File: config.mk
export PLATFORM = sky130hd
export DESIGN_NAME = duty_code_recover
export DESIGN_NICKNAME = d
export VERILOG_FILES = /design/src/rtl/duty_code_recover.sv
export SDC_FILE = /design/constraint.sdc
export NUM_CORES = 1
export LEC_CHECK = 0
export BUFFER_PORTS_ARGS = -buffer_cell sky130_fd_sc_hd__buf_4
export CAP_MARGIN = 5
export CORE_ASPECT_RATIO = 1.25
export CORE_UTILIZATION = 50
export CTS_BUF_LIST = sky130_fd_sc_hd__clkbuf_4 sky130_fd_sc_hd__clkbuf_8
export DETAILED_ROUTE_END_ITERATION = 8
export PLACE_DENSITY_LB_ADDON = 0.05
export RECOVER_POWER = 100
export SYNTH_ARGS = -nofsm -noshare
export SYNTH_HDL_FRONTEND = slang
export SYNTH_SLANG_ARGS = --single-unit
File: constraint.sdc
create_clock -name clk -period 6.05 [get_ports clk]
set_clock_uncertainty 0.05 [all_clocks]
set_input_delay 1.21 -clock clk [delete_from_list [all_inputs] [get_ports clk]]
set_output_delay 1.21 -clock clk [all_outputs]
set_load 0.05 [all_outputs]
File: src/rtl/duty_code_recover.sv
// Receiver for the serial duty-pattern stream: frames bits on frame_sync, checks each
// frame is a leading-ones thermometer and recovers code = ones - 1.
module duty_code_recover #(
   parameter int FRAME_LEN = 8,
   parameter int CW        = 3
) (
   input  logic          clk,
   input  logic          reset,
   input  logic          ser_in,
   input  logic          frame_sync,
   output logic [CW-1:0] code,
   output logic          code_valid,
   output logic          pattern_err,
   output logic          sync_err,
   output logic          locked
);

   typedef enum logic {IDLE, COLLECT} state_t;

   localparam logic [CW-1:0] LAST_IDX = CW'(FRAME_LEN - 1);

   state_t        state_q;
   logic [CW-1:0] idx_q;
   logic [CW:0]   ones_q;
   logic          seen0_q;
   logic          bad_q;
   logic [CW-1:0] code_q;
   logic          code_valid_q;
   logic          pattern_err_q;
   logic          sync_err_q;
   logic          locked_q;

   logic [CW:0]   ones_d;
   logic          seen0_d;
   logic          bad_d;
   logic [CW-1:0] code_d;
   logic          good_d;

   // Frame statistics including the bit on ser_in this cycle, so the frame end
   // can be judged on the same edge that samples its last bit.
   always_comb begin
      ones_d  = ones_q + {{CW{1'b0}}, ser_in};
      seen0_d = seen0_q | ~ser_in;
      bad_d   = bad_q | (ser_in & seen0_q);
      code_d  = ones_d[CW-1:0] - CW'(1);
      good_d  = (ones_d != '0) && !bad_d;
   end

   always_ff @(posedge clk or negedge reset) begin
      if (!reset) begin
         state_q       <= IDLE;
         idx_q         <= '0;
         ones_q        <= '0;
         seen0_q       <= 1'b0;
         bad_q         <= 1'b0;
         code_q        <= '0;
         code_valid_q  <= 1'b0;
         pattern_err_q <= 1'b0;
         sync_err_q    <= 1'b0;
         locked_q      <= 1'b0;
      end else begin
         code_valid_q  <= 1'b0;
         pattern_err_q <= 1'b0;
         sync_err_q    <= 1'b0;
         case (state_q)
            IDLE: begin
               if (frame_sync) begin
                  state_q <= COLLECT;
                  idx_q   <= CW'(1);
                  ones_q  <= {{CW{1'b0}}, ser_in};
                  seen0_q <= ~ser_in;
                  bad_q   <= 1'b0;
               end
            end
            COLLECT: begin
               if (frame_sync && idx_q != '0) begin
                  // Early sync: this bit becomes bit 0 of a fresh frame.
                  sync_err_q <= 1'b1;
                  locked_q   <= 1'b0;
                  idx_q      <= CW'(1);
                  ones_q     <= {{CW{1'b0}}, ser_in};
                  seen0_q    <= ~ser_in;
                  bad_q      <= 1'b0;
               end else if (idx_q == '0) begin
                  if (frame_sync) begin
                     idx_q   <= CW'(1);
                     ones_q  <= {{CW{1'b0}}, ser_in};
                     seen0_q <= ~ser_in;
                     bad_q   <= 1'b0;
                  end else begin
                     sync_err_q <= 1'b1;
                     locked_q   <= 1'b0;
                     state_q    <= IDLE;
                  end
               end else begin
                  ones_q  <= ones_d;
                  seen0_q <= seen0_d;
                  bad_q   <= bad_d;
                  idx_q   <= (idx_q == LAST_IDX) ? '0 : idx_q + CW'(1);
                  if (idx_q == LAST_IDX) begin
                     if (good_d) begin
                        code_q       <= code_d;
                        code_valid_q <= 1'b1;
                        locked_q     <= 1'b1;
                     end else begin
                        pattern_err_q <= 1'b1;
                     end
                  end
               end
            end
            default: state_q <= IDLE;
         endcase
      end
   end

   assign code        = code_q;
   assign code_valid  = code_valid_q;
   assign pattern_err = pattern_err_q;
   assign sync_err    = sync_err_q;
   assign locked      = locked_q;

endmodule
# [Word-level counts from Yosys, hierarchy flattened]
# Index checks and enable logic that the tools add are counted.
[op_classes] add_sub_neg=3 n_eq_ne=2 n_mux=40 bitwise_logic=7 n_reduce_logical=10
[op_table] cell="$mux 1" count=28
[op_table] cell="$mux 3" count=4
[op_table] cell="$mux 4" count=3
[op_table] cell="$reduce_bool 3->1" count=3
[op_table] cell="$pmux 4 s2" count=1
[op_table] cell="$pmux 1 s2" count=3
[op_table] cell="$pmux 3 s2" count=1
[op_table] cell="$reduce_and 5->1" count=1
[op_table] cell="$add 4x1->4" count=1
[op_table] cell="$not 1->1" count=4
[op_table] cell="$reduce_and 4->1" count=1
[op_table] cell="$reduce_bool 4->1" count=1
[op_table] cell="$add 3x1->3 const B" count=1
[op_table] cell="$eq 3x3->1 const B" count=1
[op_table] cell="$logic_not 3->1" count=1
[op_table] cell="$ne 3x3->1 const B" count=1
[op_table] cell="$sub 3x1->3 const B" count=1
[op_table] cell="$logic_and 1x1->1" count=2
[op_table] cell="$or 1x1->1" count=2
[op_table] cell="$and 1x1->1" count=1
[op_table] cell="$logic_not 1->1" count=1
[word_totals] register_bits=17 out_inout_bits=7

# [Depth between registers and ports, before layout]
# Gate-level depths: netlist (run 1).
[depth] word_depth=9 ltp_mapped=9

# [Worst setup path after synthesis (run 1)]
# OpenSTA, ideal clock, no wires.
[synth_timing] kind="input port to flip-flop" start="input port ser_in" end="register locked_q, in the netlist locked" setup_time_ns=0.128 t_arrival_ns=2.623 required_ns=5.872 path_slack_ns=3.249 stages=7 n_path_buf=0 cell_sequence="ha_1 ha_1 inv_1 ha_1 a21bo_1 a31oi_1 mux2_1"
[synth_via] elab_chain_len=6 elab_cells_between_ends=8 classes_between="add/sub (1); bitwise (2); reduce/logical (5)"
[synth_rtl] element="start, declared" line="9" source="input logic ser_in,"
[synth_rtl] element="parallel branches: the longest is 3 deep, another holds $add 4x1->4"
[synth_rtl] element="$logic_and 1x1->1 *" line="46" source="good_d = (ones_d != '0) && !bad_d;"
[synth_rtl] element="$reduce_bool 3->1 (no line) *"
[synth_rtl] element="$reduce_and 4->1 (no line) *"
[synth_rtl] element="end signal, assigned" line="60" source="locked_q <= 1'b0;"
[synth_rtl] element="end signal, assigned" line="79" source="locked_q <= 1'b0;"
[synth_rtl] element="end signal, assigned" line="92" source="locked_q <= 1'b0;"
[synth_rtl] element="end, declared" line="31" source="logic locked_q;"
# Every way passes the cells marked *.
# A chain may end at the register's enable or synchronous reset.

# [Worst setup path in the final report (run 1)]
# Same ends and word-level chain as after synthesis.

==> flow_metrics.tcl, run 1 <==
set metrics [dict create \
    finalCritPeriodShare 0.465 \
    io_pins 11 \
    m1WireLength_um 767 \
    cts.path.max_buffers 2 \
    fin_tns_setup_ns 0 \
    peakVddDrop_uv 250 \
    fmax_ghz 0.355 \
    max-cap-violations 0 \
    p_leak_uw 0.000494 \
    nets 117 \
    critPathCaptureType "flop" \
    routed_via_density 5.72 \
    dr_total_vias 692 \
    path_buf_inv 1 \
    dr.max_layer_used "met4" \
    wire_per_inst_um 13.9 \
    synth_warnings 0 \
    crit_slowest_cell "mux2_1" \
    drt-total-wl_mm 1.69 \
    worstSetupStartpoint "ser_in" \
    setup_viol_count_final 0 \
    worstPathRequired_ns 6.19 \
    post-place-ws_ns 3.00 \
    post-cts-setup-buffers 0 \
    crit_type "in2reg" \
    critPathMaxStageDelay_ns 0.34 \
    drc_errors 0 \
    finalHoldViolCount 0 \
    grt_usage 0.216 \
    antenna_found_initial 0 \
    die_x_um 40.5 \
    fin_crit_ns 2.81 \
    clkSinkCount 17 \
    clk_latency_ns 0.30 \
    cts_tree "yes" \
    crit_path_start_kind "input pin" \
    syn-num-nets 103 \
    synthCells 89 \
    grt_max_degree 18 \
    run_status "completed" \
    postRouteAntennaNets 0 \
    r2r_slack_ns 3.99 \
    multi_input_area_um2 469 \
    grt_overflow 0 \
    cts.hold.buffers_added 0 \
    worst-path-max-fanout 5 \
    setup_slack_ns 3.24 \
    route.met2.wl_um 801 \
    hold_path_class "reg2reg" \
    cp.depth 8 \
    rr_startpoint "idx_q[0]" \
    tightest_slew_ns 0.895 \
    path_clk_slew_ns 0.09 \
    area_growth_pct 9.43 \
    fp.dieArea_um2 2030 \
    crit_family "compound AO/OA/AOI/OAI gates" \
    cp_data_arrival_time_ns 2.95 \
    crit_path_end "locked" \
    ys_types 26 \
    seqCellArea_um2 425 \
    grt_pass1_wl_mm 2.98 \
    n_antenna_cell 0 \
    cts_buffers 3 \
    io_buffers 10 \
    dr_wl_met3_um 63 \
    num_rows 17 \
    layout-drive-gt1-share 0.0686 \
    crit_top_cell "ha_1" \
    drtPass1Iterations 4 \
    place_hpwl_mm 1.25 \
    fillers 175 \
    synth_area_um2 928 \
    reg2reg_to "ones_q[2]" \
    layout.cells.most_common "dfrtp_1" \
    cts-root-buf "clkbuf_4" \
    initial_core_util 0.532 \
    die_y_um 50.2 \
    synth-seq-area-share 0.458 \
    rsz0062_at_grt "false" \
    powerDensity_nw_per_um2 479 \
    drt_iter0_drc 17 \
    cp_cell_sequence "clkbuf_1 > ha_1 > ha_1 > nor3_1 > a41o_1 > a21bo_1 > a31oi_1 > mux2_1" \
    htree_num_levels 1 \
    coreArea_um2 1740 \
    avgSynthCellArea_um2 10.4 \
    synth-seq-cells 17 \
    grt_pass1_vias 684 \
    slew_headroom 0.403 \
    drv_slew 0 \
    place_congestion 0.741 \
    final_cell_mix "17 x dfrtp_1, 10 x ha_1, 10 x clkbuf_1" \
    cts_resized 0 \
    worstRegToRegCells 9 \
]
Yosys cell counts, drive strengths merged:
library cell	count	area [µm²]
mux2i	2	20.0
clkbuf	1	3.75
xnor2	2	17.5
nor3	2	10.0
o21a	2	15.0
a41o	1	10.0
nand4	1	6.26
a21oi	8	40.0
and2	1	6.26
mux2	3	33.8
o22ai	3	18.8
dfrtp	17	425
a22o	4	36.3
a31oi	1	6.26
nand2b	3	18.8
and3	1	7.51
a21bo	2	20.0
nand2	7	26.3
nand3	2	10.0
ha	10	125
inv	8	30.0
nor2	3	11.3
o21ai	3	15.0
nand3b	2	15.0
power by group:
part,switching [µW],total [µW],internal [µW]
Clock,35.8,66.1,30.2
Combinational,155,240,84.5
Sequential,29.5,181,151
Total,221,487,266
worst reg2reg max path, stage by stage (launching register included):
cell	delay [ns]
dfrtp_1	0.41
inv_1	0.08
ha_1	0.14
nand2b_1	0.14
ha_1	0.29
inv_1	0.12
nand2_1	0.06
a21oi_1	0.45
o21ai_0	0.17
o21ai_0	0.09
registers in the layout, indices dropped and copies added (netlist names):
| register | cells |
|---|---|
| state_q | 1 |
| sync_err | 1 |
| idx_q | 3 |
| locked | 1 |
| bad_q | 1 |
| code | 3 |
| ones_q | 4 |
| pattern_err | 1 |
| code_valid | 1 |
| seen0_q | 1 |
final cells by class:
cell class	count	share of cell area
well taps	19	0.0234
repair buffers	10	0.0369
inverters	8	0.0296
flip-flops and latches	17	0.419
multi-input cells	63	0.462
clock buffers	4	0.0296
per-layer routing:
| layer | up-vias | global-route usage |
|---|---|---|
| met5 | - | 0 |
| met4 | 0 | 0.150 |
| met3 | 5 | 0.0265 |
| met2 | 15 | 0.323 |
| met1 | 331 | 0.275 |
| li1 | 341 | - |
how the worst min path moves through the flow:
stage            start      end  slack (ns)  depth (start not counted)
2_1_floorplan  seen0_q  seen0_q        0.42                          2
3_3_place_gp   seen0_q  seen0_q        0.44                          2
3_5_place_dp   seen0_q  seen0_q        0.45                          2
4_1_cts        seen0_q  seen0_q        0.48                          2
5_1_grt        code[0]  code[0]        0.48                          1
6_report       seen0_q  seen0_q        0.47                          2
per-stage QoR:
step	utilization	std cells	power [µW]	area [µm²]	hold slack [ns]
floorplan	-	89	369	928	0.418
global placement	0.587	117	432	1020	0.436
CTS	0.604	121	506	1050	0.475
finish	0.582	121	487	1020	0.470
detailed placement	0.587	117	436	1020	0.451
global route	0.582	121	528	1020	0.485
cell families after synthesis:
family / synth area share
fa+ha+maj: 0.135
buf+inv: 0.0364
simple gates: 0.120
xor+xnor: 0.0189
flops: 0.458
mux: 0.0579
compound gates: 0.174
Note: power is estimated with default switching activity, not from simulation.
==> run 2: changes to the inputs <==
- clock period: 6.05 -> 2.45 ns (I/O delays scaled with it)
==> run 2 against run 1 <==
Against the previous run: routed wire length rose by 0.24%; largest cell class unchanged; die area did not move; highest routed layer unchanged; non-clock buffer count rose by 1; cell count rose by 0.83%.
==> flow_metrics.tcl, run 2 (synthesized netlist as in run 1, its figures left out) <==
set metrics [dict create \
    place_hpwl_mm 1.25 \
    run_status "completed" \
    gr-usage-met3 0.0265 \
    cp_data_arrival_time_ns 2.28 \
    fillers 172 \
    clk_latency_ns 0.30 \
    grt_usage 0.215 \
    num_rows 17 \
    hold_path_class "in2reg" \
    n_antenna_cell 0 \
    dr_total_vias 692 \
    multi_input_area_um2 469 \
    routed_via_density 5.67 \
    postRouteAntennaNets 0 \
    nets 118 \
    design_area_um2 1030 \
    fmax_ghz 0.476 \
    area_growth_pct 11.3 \
    cts-root-buf "clkbuf_4" \
    post-place-ws_ns 0.126 \
    worstPathRequired_ns 2.63 \
    grt_max_degree 18 \
    max-cap-violations 0 \
    final_cells 122 \
    crit_type "reg2reg" \
    slew_headroom 0.401 \
    drt_iter0_drc 15 \
    rsz0062_at_grt "false" \
    setup_viol_count_final 0 \
    place_congestion 0.741 \
    grt_pass1_wl_mm 2.97 \
    drt-total-wl_mm 1.69 \
    htree_num_levels 1 \
    powerDensity_nw_per_um2 1170 \
    cts.path.max_buffers 2 \
    layout-drive-gt1-share 0.0971 \
    final_cell_mix "17 x dfrtp_1, 10 x ha_1, 8 x inv_1, 8 x a21oi_1, 8 x clkbuf_1" \
    finalCritPeriodShare 0.858 \
    drv_slew 0 \
    crit_path_start_kind "flop" \
    grtUsageMet1 0.278 \
    worst-path-max-fanout 6 \
    gr-max-usage-layer "met2" \
    finalHoldViolCount 0 \
    antenna_found_initial 0 \
    cts_buffers 3 \
    grt_use_met2 0.317 \
    cts_tree "yes" \
    drc_errors 0 \
    setup_slack_ns 0.349 \
    p_leak_uw 0.000505 \
    fin_crit_ns 2.10 \
    io_buffers 10 \
    dpl.cell_count 117 \
    peakVddDrop_uv 580 \
    grt_pass1_vias 677 \
    clkSinkCount 17 \
    io_pins 11 \
    seqCellArea_um2 425 \
    fp.dieArea_um2 2030 \
    wire_per_inst_um 13.9 \
    drtPass1Iterations 4 \
    largest-register "ones_q" \
    whs_ns 0.373 \
    layout.cells.most_common "dfrtp_1" \
    initial_core_util 0.532 \
    grt_overflow 0 \
    critPathCaptureType "flop" \
    coreArea_um2 1740 \
    die_x_um 40.5 \
    fin_tns_setup_ns 0 \
    dpl_cell_area_um2 1020 \
    die_y_um 50.2 \
    path_clk_slew_ns 0.09 \
    tightest_slew_ns 0.898 \
    largest_reg_flops 4 \
]
==> run 2: cell types whose count changed in the layout (fill, tap and decap cells not counted) <==
cell           delta
mux2_1            -1
buf_4             +2
clkbuf_1          -2
dlygate4sd3_1     +1
mux2_2            +1
==> run 2: final timing paths <==
path | startpoint | end | slack [ns] | depth (start not counted)
setup / recovery | idx_q[0] | ones_q[2] | 0.35 | 9
hold / removal | ser_in | seen0_q | 0.37 | 2
setup reg to reg | idx_q[0] | ones_q[2] | 0.35 | 9
hold reg to reg | code[0] | code[0] | 0.48 | 1
max in group asynchronous | reset | ones_q[1] | 1.03 | 2
min in group asynchronous | reset | sync_err | 0.77 | 2
==> run 2: final cells by class <==
type | count | area share
multi-input combinational | 63 | 0.454
sequential | 17 | 0.412
timing repair buffer | 11 | 0.0533
clock buffer | 4 | 0.0291
inverter | 8 | 0.0291
tap | 19 | 0.0230
==> run 2: per-stage QoR <==
step | total power (µW) | utilization
final | 1210 | 0.593
after global routing | 1310 | 0.593
after CTS | 1250 | 0.610
after detailed placement | 1080 | 0.587
after global placement | 1070 | 0.587
after floorplan | 912 | -
==> run 2: layer usage <==
layer	wire [µm]	vias up
li1	-	343
met1	781	324
met2	796	20
met3	59	5
met4	53	0
met5	0	-
==> run 2: critical path, stage by stage, from the launching register on <==
cell	delay, ns
dfrtp_1	0.41
inv_1	0.08
ha_1	0.14
nand2b_1	0.14
ha_1	0.29
inv_1	0.12
nand2_1	0.06
a21oi_1	0.46
o21ai_0	0.18
o21ai_0	0.09
==> run 2: timing repair <==
item                                   4_1_cts  5_1_grt
endpoints found under the hold margin       17        0
gates resized for setup                      0        0
hold buffers                                 1        0
buffers inserted                             0        0
==> run 2: report_power, final <==
part | internal [µW] | switching (µW) | total [µW] | leakage, µW
sequential | 373 | 74.4 | 448 | 0.000211
combinational | 213 | 383 | 596 | 0.000275
clock | 74.6 | 88.7 | 163 | 0.0000184
total | 660 | 547 | 1210 | 0.000505
